## src/rtl/tdc_meas_accum.sv

```systemverilog
// TDC measurement accumulator: gathers 2^LOG2_S Hamming-weight samples per
// measurement and reports sum/min/max/mean/count, aborting on a valid-gap timeout.
module tdc_meas_accum #(
    parameter int  HW_W   = 7,
    parameter int  LOG2_S = 4,
    parameter int  TO_CYC = 255,
    localparam int SUM_W  = HW_W + LOG2_S,
    localparam int CNT_W  = LOG2_S + 1
) (
    input  logic              i_clk,
    input  logic              i_rst,
    input  logic              i_en,
    input  logic              i_start,
    input  logic [HW_W-1:0]   i_hw_in,
    input  logic              i_val_in,
    output logic              o_busy,
    output logic              o_done,
    output logic              o_err,
    output logic [SUM_W-1:0]  o_sum_out,
    output logic [HW_W-1:0]   o_min_out,
    output logic [HW_W-1:0]   o_max_out,
    output logic [HW_W-1:0]   o_mean_out,
    output logic [CNT_W-1:0]  o_cnt_out
);

    localparam int                TO_W     = 16;
    localparam logic [CNT_W-1:0]  LAST_CNT = CNT_W'((1 << LOG2_S) - 1);
    localparam logic [TO_W-1:0]   TO_LAST  = TO_W'(TO_CYC - 1);

    typedef enum logic [1:0] {S_IDLE, S_ACQ, S_DONE} state_t;

    state_t           r_state, w_state_nxt;
    logic             w_init, w_accept, w_timeout;
    logic             r_busy, r_done, r_err;
    logic [SUM_W-1:0] r_sum;
    logic [HW_W-1:0]  r_min, r_max;
    logic [CNT_W-1:0] r_cnt;
    logic [TO_W-1:0]  r_to_cnt;

    always_ff @(posedge i_clk) begin
        if (i_rst)
            r_state <= S_IDLE;
        else if (i_en)
            r_state <= w_state_nxt;
    end

    // A start from IDLE or DONE only arms the block; the sample on that edge is dropped.
    always_comb begin
        w_state_nxt = r_state;
        w_init      = 1'b0;
        w_accept    = 1'b0;
        w_timeout   = 1'b0;
        case (r_state)
            S_IDLE, S_DONE: begin
                if (i_start) begin
                    w_state_nxt = S_ACQ;
                    w_init      = 1'b1;
                end
            end
            S_ACQ: begin
                if (i_val_in) begin
                    w_accept = 1'b1;
                    if (r_cnt == LAST_CNT)
                        w_state_nxt = S_DONE;
                end else if (r_to_cnt == TO_LAST) begin
                    w_state_nxt = S_DONE;
                    w_timeout   = 1'b1;
                end
            end
            default: w_state_nxt = S_IDLE;
        endcase
    end

    always_ff @(posedge i_clk) begin
        if (i_rst) begin
            r_busy   <= 1'b0;
            r_done   <= 1'b0;
            r_err    <= 1'b0;
            r_sum    <= '0;
            r_min    <= '1;
            r_max    <= '0;
            r_cnt    <= '0;
            r_to_cnt <= '0;
        end else if (i_en) begin
            r_busy <= (w_state_nxt == S_ACQ);
            r_done <= (w_state_nxt == S_DONE);
            if (w_init) begin
                r_err    <= 1'b0;
                r_sum    <= '0;
                r_min    <= '1;
                r_max    <= '0;
                r_cnt    <= '0;
                r_to_cnt <= '0;
            end else if (w_accept) begin
                r_sum    <= r_sum + SUM_W'(i_hw_in);
                r_cnt    <= r_cnt + CNT_W'(1);
                r_to_cnt <= '0;
                if (i_hw_in < r_min)
                    r_min <= i_hw_in;
                if (i_hw_in > r_max)
                    r_max <= i_hw_in;
            end else if (r_state == S_ACQ) begin
                r_to_cnt <= r_to_cnt + TO_W'(1);
                if (w_timeout)
                    r_err <= 1'b1;
            end
        end
    end

    assign o_busy     = r_busy;
    assign o_done     = r_done;
    assign o_err      = r_err;
    assign o_sum_out  = r_sum;
    assign o_min_out  = r_min;
    assign o_max_out  = r_max;
    assign o_cnt_out  = r_cnt;
    // Upper HW_W bits of the sum are exactly the truncated mean.
    assign o_mean_out = r_sum[SUM_W-1:LOG2_S];

endmodule

```

## config.mk

```make
export PLATFORM = sky130hd
export DESIGN_NAME = tdc_meas_accum
export DESIGN_NICKNAME = d
export VERILOG_FILES = /design/src/rtl/tdc_meas_accum.sv
export SDC_FILE = /design/constraint.sdc
export NUM_CORES = 1
export LEC_CHECK = 0
export CAP_MARGIN = 30
export CORE_UTILIZATION = 47
export CTS_CLUSTER_DIAMETER = 50
export CTS_CLUSTER_SIZE = 40
export DETAILED_ROUTE_END_ITERATION = 10
export GPL_ROUTABILITY_DRIVEN = 0
export HOLD_SLACK_MARGIN = 0.02
export PLACE_DENSITY = 0.8
export SYNTH_ARGS = -nofsm -noshare
export SYNTH_HDL_FRONTEND = slang
export SYNTH_SLANG_ARGS = --single-unit
```

## constraint.sdc

```tcl
create_clock -name i_clk -period 1.72 [get_ports i_clk]
set_input_delay 0.172 -clock i_clk [delete_from_list [all_inputs] [get_ports i_clk]]
set_output_delay 0.172 -clock i_clk [all_outputs]
set_load 0.01 [all_outputs]
```

==> impl_metrics.yaml, run 1 <==
die:
  die_x_um: 79.4
  coreArea_mm2: 0.00564
  rows: 27
  io_pins: 52
  die_area_mm2: 0.00631
  die_h_um: 79.4
  initial_core_util: 0.499
logic_synthesis:
  synth_common_cells: "dfxtp_1, nor2_1, ha_1"
  syn_avg_cell_area_um2: 8.97
  synth_nets: 351
  yosys_warnings: 0
  synth-seq-cells: 51
  yosysSeqAreaShare: 0.363
  synth_most_common_cell: "dfxtp_1"
  synth.top_cell.area_share: 0.363
  yosysTopAreaCell: "dfxtp_1"
  synthTopCellsByArea: "dfxtp_1, ha_1, nor2_1"
  async_flop_share: 0
  ys.flop_type: "dfxtp_1"
  netlist-cell-type-count: 54
  syn_inst: 314
  synth_edf_count: 0
  syn_area_mm2: 0.00282
global_routing:
  grt_overflow: 0
  grt_max_degree: 18
  antenna_found_initial: 0
  use_met2: 0.487
  grtUsageMet1: 0.312
  met3_usage: 0.0560
  grt_pass1_vias: 2755
  grt_busiest_layer: "met2"
  grt_use_total: 0.270
  grt_pass1_wl_um: 13200
sta:
  worstMarginPinSlew_ns: 0.372
  skew_ns: 0.0111
  final_hold_viol_count: 0
  setup_slack_ns: -0.0685
  finalCritPeriodShare: 1.04
  period_minus_slack_ns: 1.79
  slew_viol_final: 0
  max_slew_margin: 0.752
  fmax_mhz: 559
  rsz0062_at_grt: "yes"
  setup_viol: 11
power_and_ir_drop:
  power_leakage_nw: 1.65
  max-vdd-ir-drop_v: 0.000358
  p_per_area_mw_per_mm2: 573
setup_path:
  crit_path_top_delay_cell: "ha_1"
  cp-end-kind: "flop"
  worstPathArrival_ns: 1.99
  start_kind: "primary input"
  criticalPathCategory: "in -> reg"
  rr_worst_depth: 7
  crit_fanout: 4
  required_ns: 1.92
  max_stage_delay_ns: 0.38
  path_cells: "dlygate4sd2_1 -> buf_4 -> ha_1 -> nand2_1 -> a211oi_2 -> o21ai_1 -> xor2_1 -> nor2_1"
layout:
  nets: 457
  diodes: 0
  final_area_mm2: 0.00417
  drive_gt1_frac: 0.311
  finish.utilization: 0.739
  layout-area-overhead-vs-synth_pct: 48.0
job:
  maxCapViolations: 0
hold_path:
  whs_path_depth: 3
  min_path_type: "in -> reg"
placed_design:
  portBuffers: 51
  dpl_cell_area_mm2: 0.00376
  dp_hpwl_um: 5460
route:
  wirelength_um: 9180
  drt_pass1_iterations: 5
  drc: 0
  drtAntennaViolNets: 0
  avgViaCountPerCell: 5.94
  route.vias.total: 2926
  wl_per_cell_um: 18.6
  first_iter_violations: 172
run_status:
  violations: "setup timing"
  status: "finished, violations left"
clock_network:
  insertion_delay_ns: 0.31
  cts.sinks: 51
  cts_hold_buf: 0
  cts_tree: "built"
  cts_made_buffers: 5
  clk_path_buf_depth: 2
  htreeDepth: 2
  clk_pin_slew_ns: 0.10
  clockRootBuffer: "clkbuf_8"
-- cell families after synthesis --
| logic type | share of synthesized area |
|---|---|
| AOI/OAI and AO/OA | 0.197 |
| adders and majority gates | 0.114 |
| xor gates and xnor gates | 0.0560 |
| DFF | 0.363 |
| muxes | 0.00400 |
| and+or+nand+nor | 0.212 |
| buffers and inverters | 0.0542 |
-- critical path: cells and delay by family --
family | cells | cell delay (ns)
AND/OR/NAND/NOR | 2 | 0.23
buffers and inverters | 2 | 0.55
XOR/XNOR | 1 | 0.19
AO/OA/AOI/OAI | 2 | 0.46
adder cells (fa/ha/maj) | 1 | 0.38
-- layout make-up --
type                            count  area [um^2]
Clock buffer                        6         82.6
Clock inverter                      2         16.3
Fill cell                         371         1470
Inverter                           18         67.6
Multi-Input combinational cell    231         1890
Sequential cell                    51         1040
Tap cell                           72         90.1
Timing Repair Buffer              113          983
-- layer usage --
| metal | wire [um] | part of all wire | up-vias |
|---|---|---|---|
| li1 | - | - | 1340 |
| met1 | 3600 | 0.39 | 1397 |
| met2 | 4690 | 0.51 | 168 |
| met3 | 699 | 0.076 | 21 |
| met4 | 189 | 0.021 | 0 |
| met5 | 0 | 0 | - |
-- power breakdown --
group	internal (mW)	switching [mW]
sequential	1.19	0.0151
combinational	0.205	0.224
clock	0.329	0.422
total	1.73	0.661
-- per-stage QoR --
stage,setup WS [ns],power (mW),hold slack (ns),cells,setup TNS (ns)
finish,-0.0685,2.39,0.353,493,-0.255
global placement,-0.535,1.57,0.462,477,-9.72
CTS,-0.0204,2.34,0.385,488,-0.0856
detailed placement,-0.522,1.58,0.468,477,-10.79
global route,-0.0974,2.47,0.356,493,-1.02
floorplan,0.00887,1.40,0.313,314,0
-- timing repair --
item / CTS / global route
buffers inserted: 3 / 5
setup endpoints to repair: 22 / 35
pin swaps: 19 / 21
gates resized for setup: 32 / 38
-- worst paths after layout --
check                                  from                        end  slack (ns)
setup reg to reg  o_sum_out[0]$_SDFFE_PP0P_  o_sum_out[6]$_SDFFE_PP0P_       -0.06
setup / recovery                 i_hw_in[4]  o_sum_out[9]$_SDFFE_PP0P_       -0.07
hold reg to reg         o_busy$_SDFFE_PP0P_        o_busy$_SDFFE_PP0P_        0.49
hold / removal                   i_hw_in[1]  o_min_out[1]$_SDFFE_PP1P_        0.35
-- placed cells by master (no fill, tap or decap), drive strengths merged, types with 3 or more instances in the layout --
cell type and instances:
dfxtp 51, nor2 34, a22o 8, nand2b 11
ha 24, o22a 7, buf 62, xor2 9
xnor2 9, clkbuf 6, a21oi 18, o21ai 17
clkdlybuf4s50 44, inv 18, a211oi 6, nand2 12
o2bb2ai 7, nor2b 9, dlygate4sd2 6, nand3 5
nand4 9, or3 4, nor3 4, and4 3
-- registers in the layout, indices dropped and copies added, names as in the netlist --
name and flops:
o_err 1, o_cnt_out 5, o_busy 1, r_state 2, o_done 1, o_sum_out 11
o_min_out 7, r_to_cnt 16, o_max_out 7
Note: power is estimated with default switching activity, not from simulation.
==> run 2, diff against run 1 <==
- clock period: 1.72 -> 1.6 ns (I/O delays scaled with it)
==> impl_metrics.yaml, run 2 (synthesized netlist as in run 1, its figures left out) <==
layout:
  final_area_mm2: 0.00449
  final_cell_count_no_fill: 502
  final_common_cell: "buf_4"
  layout-area-overhead-vs-synth_pct: 59.4
  finish.utilization: 0.796
  fill_cells: 317
  diodes: 0
  seq_area_mm2: 0.00105
  largest_reg_flops: 16
  nets: 466
  largest-register: "r_to_cnt"
  multi_input_area_mm2: 0.00209
  layout_common_cells: "buf_4, clkdlybuf4s50_1, dfxtp_1, nor2_1, dfxtp_2"
  drive_gt1_frac: 0.398
hold_path:
  holdPathEnd: "o_busy$_SDFFE_PP0P_"
  hp-start: "i_en"
  whs_path_depth: 4
  min_path_type: "in -> reg"
die:
  initial_core_util: 0.499
  die_x_um: 79.4
  rows: 27
  die_area_mm2: 0.00631
  coreArea_mm2: 0.00564
  io_pins: 52
  die_h_um: 79.4
route:
  avgViaCountPerCell: 6.03
  wirelength_um: 9960
  drc: 0
  route.vias.total: 3026
  drt_pass1_iterations: 5
  drtAntennaViolNets: 0
  first_iter_violations: 226
  wl_per_cell_um: 19.8
clock_network:
  clk_pin_slew_ns: 0.10
  clockRootBuffer: "clkbuf_8"
  cts_made_buffers: 5
  clk_path_buf_depth: 2
  htreeDepth: 2
  cts_tree: "built"
  insertion_delay_ns: 0.31
  cts.sinks: 51
  cts_hold_buf: 0
sta:
  skew_ns: 0.00593
  rsz0062_at_grt: "yes"
  setup_viol: 21
  finalCritPeriodShare: 1.12
  fmax_mhz: 560
  setup_tns_ns: -2.76
  slew_viol_final: 0
  period_minus_slack_ns: 1.79
  worstMarginPinSlew_ns: 0.430
  timing.hold.ws_ns: 0.438
  setup_slack_ns: -0.186
  max_slew_margin: 0.713
  final_hold_viol_count: 0
power_and_ir_drop:
  switching_share: 0.257
  p_int_mw: 2.15
  pwr-share-comb: 0.176
  power.switching_mw: 0.746
  max-vdd-ir-drop_v: 0.000457
  p_per_area_mw_per_mm2: 646
  p_clk_frac: 0.375
  seq_power_share: 0.449
  power_leakage_nw: 1.78
  power_mw: 2.90
global_routing:
  antenna_found_initial: 0
  grt_use_total: 0.289
  grt_pass1_vias: 2943
  grt_max_degree: 17
  grt_overflow: 0
  grt_pass1_wl_um: 14000
setup_path:
  reg2reg_to: "o_min_out[4]$_SDFFE_PP1P_"
  regToRegStartpoint: "o_min_out[4]$_SDFFE_PP1P_"
  rr_worst_depth: 7
  crit_fanout: 7
  start_kind: "flop"
  required_ns: 1.81
  startpoint: "o_min_out[4]$_SDFFE_PP1P_"
  cp-end-kind: "flop"
  ff2ff_setup_slack_ns: -0.19
  worstPathArrival_ns: 1.99
  criticalPathCategory: "reg -> reg"
run_status:
  status: "finished, violations left"
  violations: "setup timing"
placed_design:
  place_inst: 481
  dpl_cell_area_mm2: 0.00383
  portBuffers: 51
  dp_slack_ns: -0.604
  dp_hpwl_um: 5650
job:
  maxCapViolations: 0
-- run 2: cell types whose count changed in the layout (fill, tap and decap cells not counted), sizes merged --
cell	before	now
clkbuf	6	5
clkinv	1	0
dlygate4sd2	6	7
dlymetal6s2s	1	2
buf	62	71
clkdlybuf4s50	44	42
bufinv	0	2
-- run 2: worst max path at each step --
| stage | endpoint | slack (ns) | cells after the start |
|---|---|---|---|
| floorplan | o_sum_out[6]$_SDFFE_PP0P_ | -0.02 | 7 |
| global placement | o_max_out[6]$_SDFFE_PP0P_ | -0.53 | 7 |
| detailed placement | o_max_out[2]$_SDFFE_PP0P_ | -0.60 | 7 |
| CTS | o_min_out[6]$_SDFFE_PP1P_ | -0.08 | 7 |
| global route | o_min_out[3]$_SDFFE_PP1P_ | -0.25 | 7 |
| finish | o_min_out[4]$_SDFFE_PP1P_ | -0.19 | 7 |
-- run 2: worst max-delay path, cell delays in order, from the launching register on --
cell and delay (ns):
dfxtp_2 0.35, inv_2 0.05, ha_4 0.25, a211oi_4 0.22, nor2_2 0.09, a211oi_4 0.31, nand2_2 0.17, o22a_1 0.24
-- run 2: area by class of cell --
| type | instances | area share |
|---|---|---|
| Tap cell | 72 | 0.0201 |
| Sequential cell | 51 | 0.233 |
| Inverter | 18 | 0.0151 |
| Multi-Input combinational cell | 231 | 0.465 |
| Clock inverter | 3 | 0.0151 |
| Timing Repair Buffer | 122 | 0.237 |
| Clock buffer | 5 | 0.0153 |
-- run 2: power by group through the flow --
| stage | clock (mW) | combinational [mW] | sequential [mW] |
|---|---|---|---|
| 2_1_floorplan | 0 | 0.181 | 1.33 |
| 3_3_place_gp | 0 | 0.378 | 1.32 |
| 3_5_place_dp | 0 | 0.389 | 1.33 |
| 4_1_cts | 1.10 | 0.446 | 1.30 |
| 5_1_grt | 1.15 | 0.536 | 1.30 |
| 6_report | 1.09 | 0.511 | 1.30 |
-- run 2: what timing repair did --
action,4_1_cts,5_1_grt
endpoints found under the hold margin,0,0
gates resized for setup,60,44
endpoints found under the setup margin,28,31
pin swaps,33,27
gates cloned,0,0
setup buffers,10,4
-- run 2: metal layers --
| metal | up-vias | wire [um] | GRT usage |
|---|---|---|---|
| met5 | - | 0 | 0 |
| met4 | 0 | 305 | 0.136 |
| met3 | 33 | 526 | 0.0560 |
| met2 | 135 | 5100 | 0.521 |
| met1 | 1500 | 4030 | 0.325 |
| li1 | 1358 | - | - |
==> run 3, diff against run 2 <==
- CTS_CLUSTER_SIZE: 40 -> 12
==> results of run 3 <==
No change in the layout: final DEF, timing and power equal those of run 2.
